**src/rtl/cdb_arbiter_if.sv**
```systemverilog
// cdb_arbiter_if: producer handshake and broadcast bus bundle for cdb_arbiter.
//   src_valid/src_ready  per-source valid/ready handshake (NUM_SRC bits)
//   src_lab/src_val      per-source ROB label / value, source i at [i*W +: W]
//   cdb_en               per-bus broadcast valid (NUM_BUS bits)
//   cdb_lab/cdb_val      per-bus broadcast label / value, bus k at [k*W +: W]
//   cdb_src              per-bus granted source index (debug/verification)
// master: producers and consumers; slave: the arbiter itself.
interface cdb_arbiter_if #(
  parameter int NUM_SRC      = 2,
  parameter int NUM_BUS      = 1,
  parameter int ROB_ID_WIDTH = 4,
  parameter int VAL_WIDTH    = 32
);
  localparam int SRC_W = $clog2(NUM_SRC);

  logic [NUM_SRC-1:0]              src_valid;
  logic [NUM_SRC-1:0]              src_ready;
  logic [NUM_SRC*ROB_ID_WIDTH-1:0] src_lab;
  logic [NUM_SRC*VAL_WIDTH-1:0]    src_val;
  logic [NUM_BUS-1:0]              cdb_en;
  logic [NUM_BUS*ROB_ID_WIDTH-1:0] cdb_lab;
  logic [NUM_BUS*VAL_WIDTH-1:0]    cdb_val;
  logic [NUM_BUS*SRC_W-1:0]        cdb_src;

  modport master (
    output src_valid, src_lab, src_val,
    input  src_ready, cdb_en, cdb_lab, cdb_val, cdb_src
  );

  modport slave (
    input  src_valid, src_lab, src_val,
    output src_ready, cdb_en, cdb_lab, cdb_val, cdb_src
  );
endinterface

```
**src/rtl/cdb_arbiter.sv**
```systemverilog
// cdb_arbiter: common data bus. Each of NUM_SRC producers owns a FIFO_DEPTH
// queue; a round-robin arbiter grants up to NUM_BUS distinct non-empty queues
// per cycle and registers their heads onto the broadcast buses.
//   clk     system clock, rising edge
//   rst_in  asynchronous reset, active-low
//   rdy_in  global enable; 0 freezes all state and outputs
//   flush   synchronous flush: empties queues, clears outputs, rr_ptr=0
//   bus     cdb_arbiter_if.slave: source handshakes and broadcast buses
module cdb_arbiter #(
  parameter int NUM_SRC      = 2,
  parameter int NUM_BUS      = 1,
  parameter int ROB_ID_WIDTH = 4,
  parameter int VAL_WIDTH    = 32,
  parameter int FIFO_DEPTH   = 4
) (
  input  logic         clk,
  input  logic         rst_in,
  input  logic         rdy_in,
  input  logic         flush,
  cdb_arbiter_if.slave bus
);
  localparam int SRC_W = $clog2(NUM_SRC);
  localparam int PTR_W = $clog2(FIFO_DEPTH);
  localparam int CNT_W = PTR_W + 1;
  localparam int ENT_W = ROB_ID_WIDTH + VAL_WIDTH;

  logic [ENT_W-1:0] mem   [NUM_SRC][FIFO_DEPTH];
  logic [PTR_W-1:0] wptr  [NUM_SRC];
  logic [PTR_W-1:0] rptr  [NUM_SRC];
  logic [CNT_W-1:0] count [NUM_SRC];

  logic [SRC_W-1:0]   rr_ptr;
  logic [SRC_W-1:0]   rr_next;
  logic [NUM_SRC-1:0] ready;
  logic [NUM_SRC-1:0] push;
  logic [NUM_SRC-1:0] pop;

  logic [NUM_BUS-1:0] grant_hit;
  logic [SRC_W-1:0]   grant_idx [NUM_BUS];
  logic [ENT_W-1:0]   grant_ent [NUM_BUS];

  logic [NUM_BUS-1:0]              en_q;
  logic [NUM_BUS*ROB_ID_WIDTH-1:0] lab_q;
  logic [NUM_BUS*VAL_WIDTH-1:0]    val_q;
  logic [NUM_BUS*SRC_W-1:0]        src_q;

  // Ready comes only from the registered count: a full queue stays not-ready
  // even in a cycle where it is also being popped.
  always_comb begin
    ready = '0;
    push  = '0;
    for (int unsigned i = 0; i < NUM_SRC; i++) begin
      ready[i] = (count[i] != CNT_W'(FIFO_DEPTH));
      push[i]  = bus.src_valid[i] && ready[i];
    end
  end

  // Rotating scan starting at rr_ptr; the j-th non-empty queue found drives
  // bus j. The inner loop maps the rotated position back to a constant index
  // so every select stays a plain constant-bounded one.
  always_comb begin
    int unsigned idx;
    int unsigned gcnt;
    idx       = 0;
    gcnt      = 0;
    pop       = '0;
    grant_hit = '0;
    rr_next   = rr_ptr;
    for (int unsigned j = 0; j < NUM_BUS; j++) grant_idx[j] = '0;
    for (int unsigned k = 0; k < NUM_SRC; k++) begin
      idx = 32'(rr_ptr) + k;
      if (idx >= NUM_SRC) idx = idx - NUM_SRC;
      for (int unsigned i = 0; i < NUM_SRC; i++) begin
        if (i == idx && count[i] != '0 && gcnt < NUM_BUS) begin
          pop[i] = 1'b1;
          for (int unsigned j = 0; j < NUM_BUS; j++) begin
            if (j == gcnt) begin
              grant_hit[j] = 1'b1;
              grant_idx[j] = SRC_W'(i);
            end
          end
          rr_next = (i == NUM_SRC - 1) ? '0 : SRC_W'(i + 1);
          gcnt    = gcnt + 1;
        end
      end
    end
  end

  // Head of the granted queue per bus; idle buses carry zero.
  always_comb begin
    for (int unsigned j = 0; j < NUM_BUS; j++) begin
      grant_ent[j] = '0;
      for (int unsigned i = 0; i < NUM_SRC; i++) begin
        if (grant_hit[j] && grant_idx[j] == SRC_W'(i)) grant_ent[j] = mem[i][rptr[i]];
      end
    end
  end

  // Storage carries no reset: emptiness is tracked by count alone.
  always_ff @(posedge clk) begin
    if (rdy_in && !flush) begin
      for (int unsigned i = 0; i < NUM_SRC; i++) begin
        if (push[i]) begin
          mem[i][wptr[i]] <= {bus.src_lab[i*ROB_ID_WIDTH +: ROB_ID_WIDTH],
                              bus.src_val[i*VAL_WIDTH +: VAL_WIDTH]};
        end
      end
    end
  end

  always_ff @(posedge clk or negedge rst_in) begin
    if (!rst_in) begin
      rr_ptr <= '0;
      en_q   <= '0;
      lab_q  <= '0;
      val_q  <= '0;
      src_q  <= '0;
      for (int unsigned i = 0; i < NUM_SRC; i++) begin
        wptr[i]  <= '0;
        rptr[i]  <= '0;
        count[i] <= '0;
      end
    end else if (flush) begin
      rr_ptr <= '0;
      en_q   <= '0;
      lab_q  <= '0;
      val_q  <= '0;
      src_q  <= '0;
      for (int unsigned i = 0; i < NUM_SRC; i++) begin
        wptr[i]  <= '0;
        rptr[i]  <= '0;
        count[i] <= '0;
      end
    end else if (rdy_in) begin
      rr_ptr <= rr_next;
      for (int unsigned i = 0; i < NUM_SRC; i++) begin
        if (push[i]) wptr[i] <= wptr[i] + 1'b1;
        if (pop[i])  rptr[i] <= rptr[i] + 1'b1;
        if (push[i] && !pop[i])      count[i] <= count[i] + 1'b1;
        else if (pop[i] && !push[i]) count[i] <= count[i] - 1'b1;
      end
      en_q <= grant_hit;
      for (int unsigned j = 0; j < NUM_BUS; j++) begin
        lab_q[j*ROB_ID_WIDTH +: ROB_ID_WIDTH] <= grant_ent[j][ENT_W-1 -: ROB_ID_WIDTH];
        val_q[j*VAL_WIDTH +: VAL_WIDTH]       <= grant_ent[j][VAL_WIDTH-1:0];
        src_q[j*SRC_W +: SRC_W]               <= grant_idx[j];
      end
    end
  end

  assign bus.src_ready = ready;
  assign bus.cdb_en    = en_q;
  assign bus.cdb_lab   = lab_q;
  assign bus.cdb_val   = val_q;
  assign bus.cdb_src   = src_q;
endmodule

```
**src/flat_wrapper.sv**
```systemverilog
// flat-port wrapper written by rule: the top's interface ports become plain ports
module cdb_arbiter_flat 
#(
  parameter int NUM_SRC      = 2,
  parameter int NUM_BUS      = 1,
  parameter int ROB_ID_WIDTH = 4,
  parameter int VAL_WIDTH    = 32,
  parameter int FIFO_DEPTH   = 4
)
  (clk, rst_in, rdy_in, flush, bus_src_valid, bus_src_lab, bus_src_val, bus_src_ready, bus_cdb_en, bus_cdb_lab, bus_cdb_val, bus_cdb_src);
  cdb_arbiter_if #(.NUM_SRC(NUM_SRC), .NUM_BUS(NUM_BUS), .ROB_ID_WIDTH(ROB_ID_WIDTH), .VAL_WIDTH(VAL_WIDTH)) bus_i ();
  input  logic clk;
  input  logic rst_in;
  input  logic rdy_in;
  input  logic flush;
  input wire logic [$bits(bus_i.src_valid)-1:0] bus_src_valid;
  input wire logic [$bits(bus_i.src_lab)-1:0] bus_src_lab;
  input wire logic [$bits(bus_i.src_val)-1:0] bus_src_val;
  output wire logic [$bits(bus_i.src_ready)-1:0] bus_src_ready;
  output wire logic [$bits(bus_i.cdb_en)-1:0] bus_cdb_en;
  output wire logic [$bits(bus_i.cdb_lab)-1:0] bus_cdb_lab;
  output wire logic [$bits(bus_i.cdb_val)-1:0] bus_cdb_val;
  output wire logic [$bits(bus_i.cdb_src)-1:0] bus_cdb_src;
  assign bus_i.src_valid = bus_src_valid;
  assign bus_i.src_lab = bus_src_lab;
  assign bus_i.src_val = bus_src_val;
  assign bus_src_ready = bus_i.src_ready;
  assign bus_cdb_en = bus_i.cdb_en;
  assign bus_cdb_lab = bus_i.cdb_lab;
  assign bus_cdb_val = bus_i.cdb_val;
  assign bus_cdb_src = bus_i.cdb_src;
  cdb_arbiter #(.NUM_SRC(NUM_SRC), .NUM_BUS(NUM_BUS), .ROB_ID_WIDTH(ROB_ID_WIDTH), .VAL_WIDTH(VAL_WIDTH), .FIFO_DEPTH(FIFO_DEPTH)) u_core (.clk(clk), .rst_in(rst_in), .rdy_in(rdy_in), .flush(flush), .bus(bus_i));
endmodule
```
**config.mk**
```make
export PLATFORM = sky130hd
export DESIGN_NAME = cdb_arbiter_flat
export DESIGN_NICKNAME = d
export VERILOG_FILES = /design/src/rtl/cdb_arbiter_if.sv /design/src/rtl/cdb_arbiter.sv /design/src/flat_wrapper.sv
export SDC_FILE = /design/constraint.sdc
export NUM_CORES = 1
export LEC_CHECK = 0
export BUFFER_PORTS_ARGS = -buffer_cell sky130_fd_sc_hd__buf_2
export CAP_MARGIN = 20
export CORE_UTILIZATION = 35
export CTS_CLUSTER_DIAMETER = 60
export DETAILED_ROUTE_END_ITERATION = 10
export SETUP_SLACK_MARGIN = 0.1
export SLEW_MARGIN = 20
export SYNTH_ARGS = -nofsm -noshare
export SYNTH_HDL_FRONTEND = slang
export SYNTH_SLANG_ARGS = --single-unit
```
**constraint.sdc**
```tcl
create_clock -name clk -period 4.7 [get_ports clk]
set_input_delay 0.47 -clock clk [delete_from_list [all_inputs] [get_ports clk]]
set_output_delay 0.47 -clock clk [all_outputs]
set_load 0.005 [all_outputs]
```
Word-level counts from Yosys, hierarchy flattened --
Memory sizes are Yosys's and may differ from the RTL's. Cells that the tools add are included.
Operators by class: order comparisons 11, bitwise operators 5, add/subtract/negate cells 13, mux-type cells 67, reduce and logical (&&, ||, !) cells 45, equality and inequality tests 4
Operators with widths (count):
- 144-bit 2-to-1 mux | 2
- 36-bit 2-to-1 mux | 8
- 32-bit 2-to-1 mux | 6
- 32-bit logical NOT | 5
- 36-bit binary-select mux with 2-bit select | 2
- 36-bit demux with 2-bit select | 2
- 1-bit by 32-bit == test with 1-bit output (first input constant) | 2
- 32-bit by 1-bit less-than comparator with 1-bit output (second input constant) | 2
- 32-bit by 1-bit adder with 32-bit output (second input constant) | 1
- 32-bit by 2-bit greater-or-equal comparator with 1-bit output (second input constant) | 1
- 32-bit by 2-bit subtractor with 32-bit output (second input constant) | 1
- 1-bit 2-to-1 mux | 31
- 4-bit 2-to-1 mux | 6
- 1-bit logical AND | 18
- 2-bit AND reduction | 7
- 3-bit greater-or-equal comparator (second input constant) | 4
- 3-bit 2-to-1 mux | 4
- 6-bit 2-to-1 mux | 2
- 2-bit inverter with 3-bit output | 4
- 3-bit nonzero test | 4
- 2-bit nonzero test | 5
- 2-bit by 1-bit adder with 2-bit output (second input constant) | 4
- 2-bit 2-to-1 mux | 4
- 3-bit by 1-bit adder with 3-bit output (second input constant) | 2
- 10 further kinds | 18
Storage, ports and cells: RAM bits 288, flip-flop bits (word level) 53, logic and storage cells 157, input port bits 78, memories 1, output and inout bits 40
Memory list:
- u_core.mem | words 2, bits a word 144, read ports 2, clocked after memory_dff 0, write ports 2, line cdb_arbiter.sv:27 | logic [ENT_W-1:0] mem [NUM_SRC][FIFO_DEPTH];

Logic depth before layout (Yosys ltp) --
word-level depth 20, depth in mapped cells 11

Least setup slack after synthesis --
No wires, ideal clock.
kind register -> register, start point register u_core.count[1] in the netlist's numbering, end point register u_core.count[5] in the netlist's numbering, stages on the path, launching flop included 12, clock period less this slack 2.485 ns, library setup time 0.125 ns, arrival 2.361 ns, path slack 2.215 ns, buffers on the path 3, required time 4.575 ns, cell sequence dfrtp_1 or3_1 buf_2 a21oi_4 buf_4 buf_6 nor2b_1 fa_1 nand2_1 a21oi_1 mux2i_1 mux2_2
On the way: word-level cells in the longest chain between the ends 12
RTL lines:
- start, declared | line cdb_arbiter.sv:30 | logic [CNT_W-1:0] count [NUM_SRC];
- start signal, assigned by index | line cdb_arbiter.sv:139 | if (push[i] && !pop[i]) count[i] <= count[i] + 1'b1;
- start signal, assigned by index | line cdb_arbiter.sv:140 | else if (pop[i] && !push[i]) count[i] <= count[i] - 1'b1;
- 3-bit nonzero test * | line cdb_arbiter.sv:74 | if (i == idx && count[i] != '0 && gcnt < NUM_BUS) begin
- 1-bit logical AND * (2 in series) | line cdb_arbiter.sv:74
- 32-bit 2-to-1 mux * | line cdb_arbiter.sv:74
- 32-bit by 1-bit less-than comparator with 1-bit output * | line cdb_arbiter.sv:74
- 1-bit logical AND * | line cdb_arbiter.sv:74
- 1-bit 2-to-1 mux * | line cdb_arbiter.sv:74
- 1-bit logical NOT | line cdb_arbiter.sv:139
- 1-bit logical AND | line cdb_arbiter.sv:139
- 3-bit 2-to-1 mux | line cdb_arbiter.sv:139
- 6-bit 2-to-1 mux | line cdb_arbiter.sv:134 | end else if (rdy_in) begin
- 6-bit 2-to-1 mux | line cdb_arbiter.sv:123 | end else if (flush) begin
Every way passes the cells marked *; elsewhere a longest branch is shown, timed or not. The select of a mux whose other input is x is not followed. A chain may end at the register's enable or synchronous reset.

Worst setup path after layout --
start point register u_core.count[3] in the netlist's numbering, end point register u_core.count[2] in the netlist's numbering
On the way: word-level cells in the longest chain between the ends 17
RTL lines (line):
- 3-bit nonzero test * | cdb_arbiter.sv:74
- 1-bit logical AND | cdb_arbiter.sv:74
- 1-bit 2-to-1 mux | cdb_arbiter.sv:74
- 1-bit less-than comparator | cdb_arbiter.sv:74
- 1-bit logical AND | cdb_arbiter.sv:74
- 32-bit 2-to-1 mux | cdb_arbiter.sv:74
- 32-bit by 1-bit less-than comparator with 1-bit output | cdb_arbiter.sv:74
- 1-bit logical AND | cdb_arbiter.sv:74
- 32-bit 2-to-1 mux | cdb_arbiter.sv:74
- 32-bit by 1-bit less-than comparator with 1-bit output | cdb_arbiter.sv:74
- 1-bit logical AND | cdb_arbiter.sv:74
- 1-bit 2-to-1 mux * | cdb_arbiter.sv:74
- 1-bit logical NOT | cdb_arbiter.sv:139
- 1-bit logical AND | cdb_arbiter.sv:139
- 3-bit 2-to-1 mux | cdb_arbiter.sv:139
- 6-bit 2-to-1 mux | cdb_arbiter.sv:134
- 6-bit 2-to-1 mux | cdb_arbiter.sv:123
Marked as above.

==> impl_metrics.json <==
{
  "drv_cap": 0,
  "endpoint_kind": "flop",
  "setup_viol_count_final": 0,
  "status": "finished, final reports clean",
  "synthTopCellsByArea": "edfxtp_1, mux4_2, dfrtp_1",
  "cp_max_fo": 30,
  "fin_tns_setup_ns": 0,
  "ys_async_sr_fraction_pct": 15.54,
  "antenna_found_initial": 0,
  "rows": 70,
  "power_density_nw_per_um2": 536.0,
  "fillerInstances": 3190,
  "port_buffers": 117,
  "wl_per_cell_um": 21.41,
  "post-route-drc-count": 0,
  "yosysTopAreaCell": "edfxtp_1",
  "avgSynthCellArea_um2": 19.85,
  "fin_skew_ns": 0.01778,
  "die_h_um": 195.3,
  "dpl.hpwl_mm": 16.52,
  "synth_top_area_share_pct": 66.12,
  "total_power_w": 0.008206,
  "clock-sinks": 341,
  "syn_area_um2": 13080,
  "synth_most_common_cell": "edfxtp_1",
  "finalCriticalPeriod_ns": 2.810,
  "gp_congestion": 0.7108,
  "synth_flop_cell": "edfxtp_1",
  "start_util_pct": 35.64,
  "die_w_um": 195.3,
  "overflow": 0,
  "first_pass_iters": 5,
  "utilization_pct": 41.72,
  "synth_fp_nets": 747,
  "grt_max_degree": 54,
  "ys_ff_latch": 341,
  "coreArea_um2": 36700,
  "grt_pass1_wl_mm": 41.20,
  "dieArea_um2": 38150,
  "worst_slew_pin_slew_ns": 1.071,
  "rsz0062_at_grt": "false",
  "slowest_stage": "o21a_2",
  "cts_resized": 0,
  "pre_cts_ws_ns": 1.861,
  "wl_mm": 27.25,
  "insertion_delay_ns": 0.52,
  "n_antenna_cell": 0,
  "cts_root_buffer": "clkbuf_16",
  "gr-usage-all-layers_pct": 14.56,
  "path_cells": "nor3_2 -> o21a_2 -> nor2b_1 -> fa_1 -> and4b_1 -> mux2i_1 -> mux2_2",
  "required_ns": 5.09,
  "first_global_vias": 6608,
  "critPathKind": "reg2reg",
  "cts_tree": "yes",
  "cts_max_level": 2,
  "syn_inst": 659,
  "crit_path_start_kind": "flop",
  "drtAntennaViolNets": 0,
  "hold_path_class": "in2async",
  "synth_cell_types": 45,
  "setup_ws_ns": 1.890,
  "first_iter_violations": 443,
  "cts_hold_buf": 0,
  "cts_setup_buffers": 0,
  "peakVddDrop_mv": 0.2933,
  "area_growth_pct": 17.06,
  "clk_pin_slew_ns": 0.06,
  "ios": 118,
  "final_layout_size_suffix_gt1_share_pct": 33.17,
  "slew_headroom_pct": 28.61,
  "critPathLaunch": "u_core.count[3]",
  "cts.path.max_buffers": 3,
  "vias": 6358,
  "fmax_ghz": 0.3558,
  "r2r-start": "u_core.count[3]",
  "cp_slowest_stage_delay_ns": 0.71,
  "synth_edf_count": 288,
  "arrival_ns": 3.20,
  "fin_crit_sh_pct": 59.79,
  "numCtsBuffers": 36,
  "yosysWarnings": 0,
  "nNetsFinal": 866,
  "synth_common_cells": "edfxtp_1, mux4_2, dfrtp_1",
  "viasPerCell": 4.995,
  "finalMaxSlewViolations": 0,
  "p_leak_nw": 5.327,
  "seq_area_frac_synth_pct": 76.26,
  "hold_viol": 0
}
[final timing paths]
check,endpoint,cells after the start,slack [ns]
max in group asynchronous,u_core.rptr[0],1,4.08
worst min register to register,u_core.bus.cdb_val[15],2,0.46
worst max-delay path,u_core.count[2],7,1.89
worst max register to register,u_core.count[2],7,1.89
worst min-delay path,u_core.bus.cdb_val[23],1,0.04
min in group clk,u_core.mem[0][253],1,0.17
[sequential cells by signal, indices dropped and copies added (netlist names)]
signal and flops:
u_core.bus.cdb_en 1, u_core.bus.cdb_lab 4, u_core.bus.cdb_src 1, u_core.bus.cdb_val 32
u_core.count 6, u_core.mem 288, u_core.rptr 4, u_core.rr_ptr 1
u_core.wptr 4
[area by class of cell]
type	count	area, µm²	share of cell area [%]
well taps	468	585.6	3.824
repair buffers	119	603.1	3.939
multi-input cells	272	2907	18.98
clock buffers	47	973.4	6.358
flip-flops and latches	341	9985	65.21
clock inverters	18	227.7	1.487
inverters	8	30.03	0.1961
[power by group]
group | internal, W | switching, W | total [W]
sequential | 0.00351 | 0.000286 | 0.00380
combinational | 0.000716 | 0.000818 | 0.00153
clock | 0.00174 | 0.00113 | 0.00287
total | 0.00597 | 0.00223 | 0.00821
[logic make-up (layout without fill, tap and decap cells)]
group,after synthesis,count (layout),synth area share [%]
simple gates,95,95,3.338
flops,341,341,76.26
mux,84,84,13.47
compound gates,77,77,3.750
xor+xnor,6,6,0.4018
buf+inv,46,192,1.712
fa+ha+maj,10,10,1.071
[layer usage]
metal  vias to the layer above  wire length (µm)  global-route usage [%]
met2                       129             13730                   24.46
met3                        39               966                   2.504
met4                         0               527                   3.820
li1                       2886                 -                       -
met1                      3304             12020                   19.60
met5                         -                 0                       0
[through the flow]
step           hold slack [ns]  cell area, µm²  std cells
3_3_place_gp            0.4489           14110       1208
3_5_place_dp            0.4548           14110       1208
5_1_grt                0.08942           15310       1273
6_report               0.03770           15310       1273
4_1_cts                0.04916           15310       1273
2_1_floorplan           0.1744           13080        659
[cell usage in the layout, fill, tap and decap left out, types with 2 or more instances in the layout]
cell | netlist | layout
clkinvlp_4 | 0 | 2
fa_1 | 2 | 2
or3b_1 | 2 | 2
nand2_1 | 49 | 49
ha_1 | 8 | 8
mux2i_1 | 5 | 5
xnor2_1 | 2 | 2
xor2_1 | 4 | 4
clkinv_1 | 0 | 3
clkbuf_1 | 15 | 9
clkinv_2 | 0 | 5
and3_2 | 0 | 8
and2_1 | 2 | 2
mux4_2 | 72 | 72
nand3_1 | 3 | 3
mux2_1 | 2 | 2
inv_6 | 0 | 3
or3_1 | 2 | 2
o22ai_1 | 27 | 27
dfrtp_1 | 53 | 49
o21ai_0 | 7 | 7
bufinv_16 | 0 | 5
nor2b_1 | 5 | 5
a21oi_1 | 3 | 3
a22oi_1 | 9 | 9
mux2_2 | 4 | 4
buf_2 | 13 | 116
and4b_1 | 2 | 2
nor2_1 | 19 | 18
buf_4 | 3 | 3
clkbuf_16 | 0 | 37
dfrtp_2 | 0 | 2
o21ai_1 | 20 | 20
edfxtp_1 | 288 | 288
inv_1 | 8 | 8
dfrtp_4 | 0 | 2
[critical path: cells and delay by family, from the launching register on]
| kind | cells | cell delay [ns] |
|---|---|---|
| DFF | 1 | 0.43 |
| and+or+nand+nor | 3 | 0.76 |
| AOI/OAI and AO/OA | 1 | 0.71 |
| adders and majority gates | 1 | 0.41 |
| muxes | 2 | 0.38 |
Power figures use the tool's default switching activity.
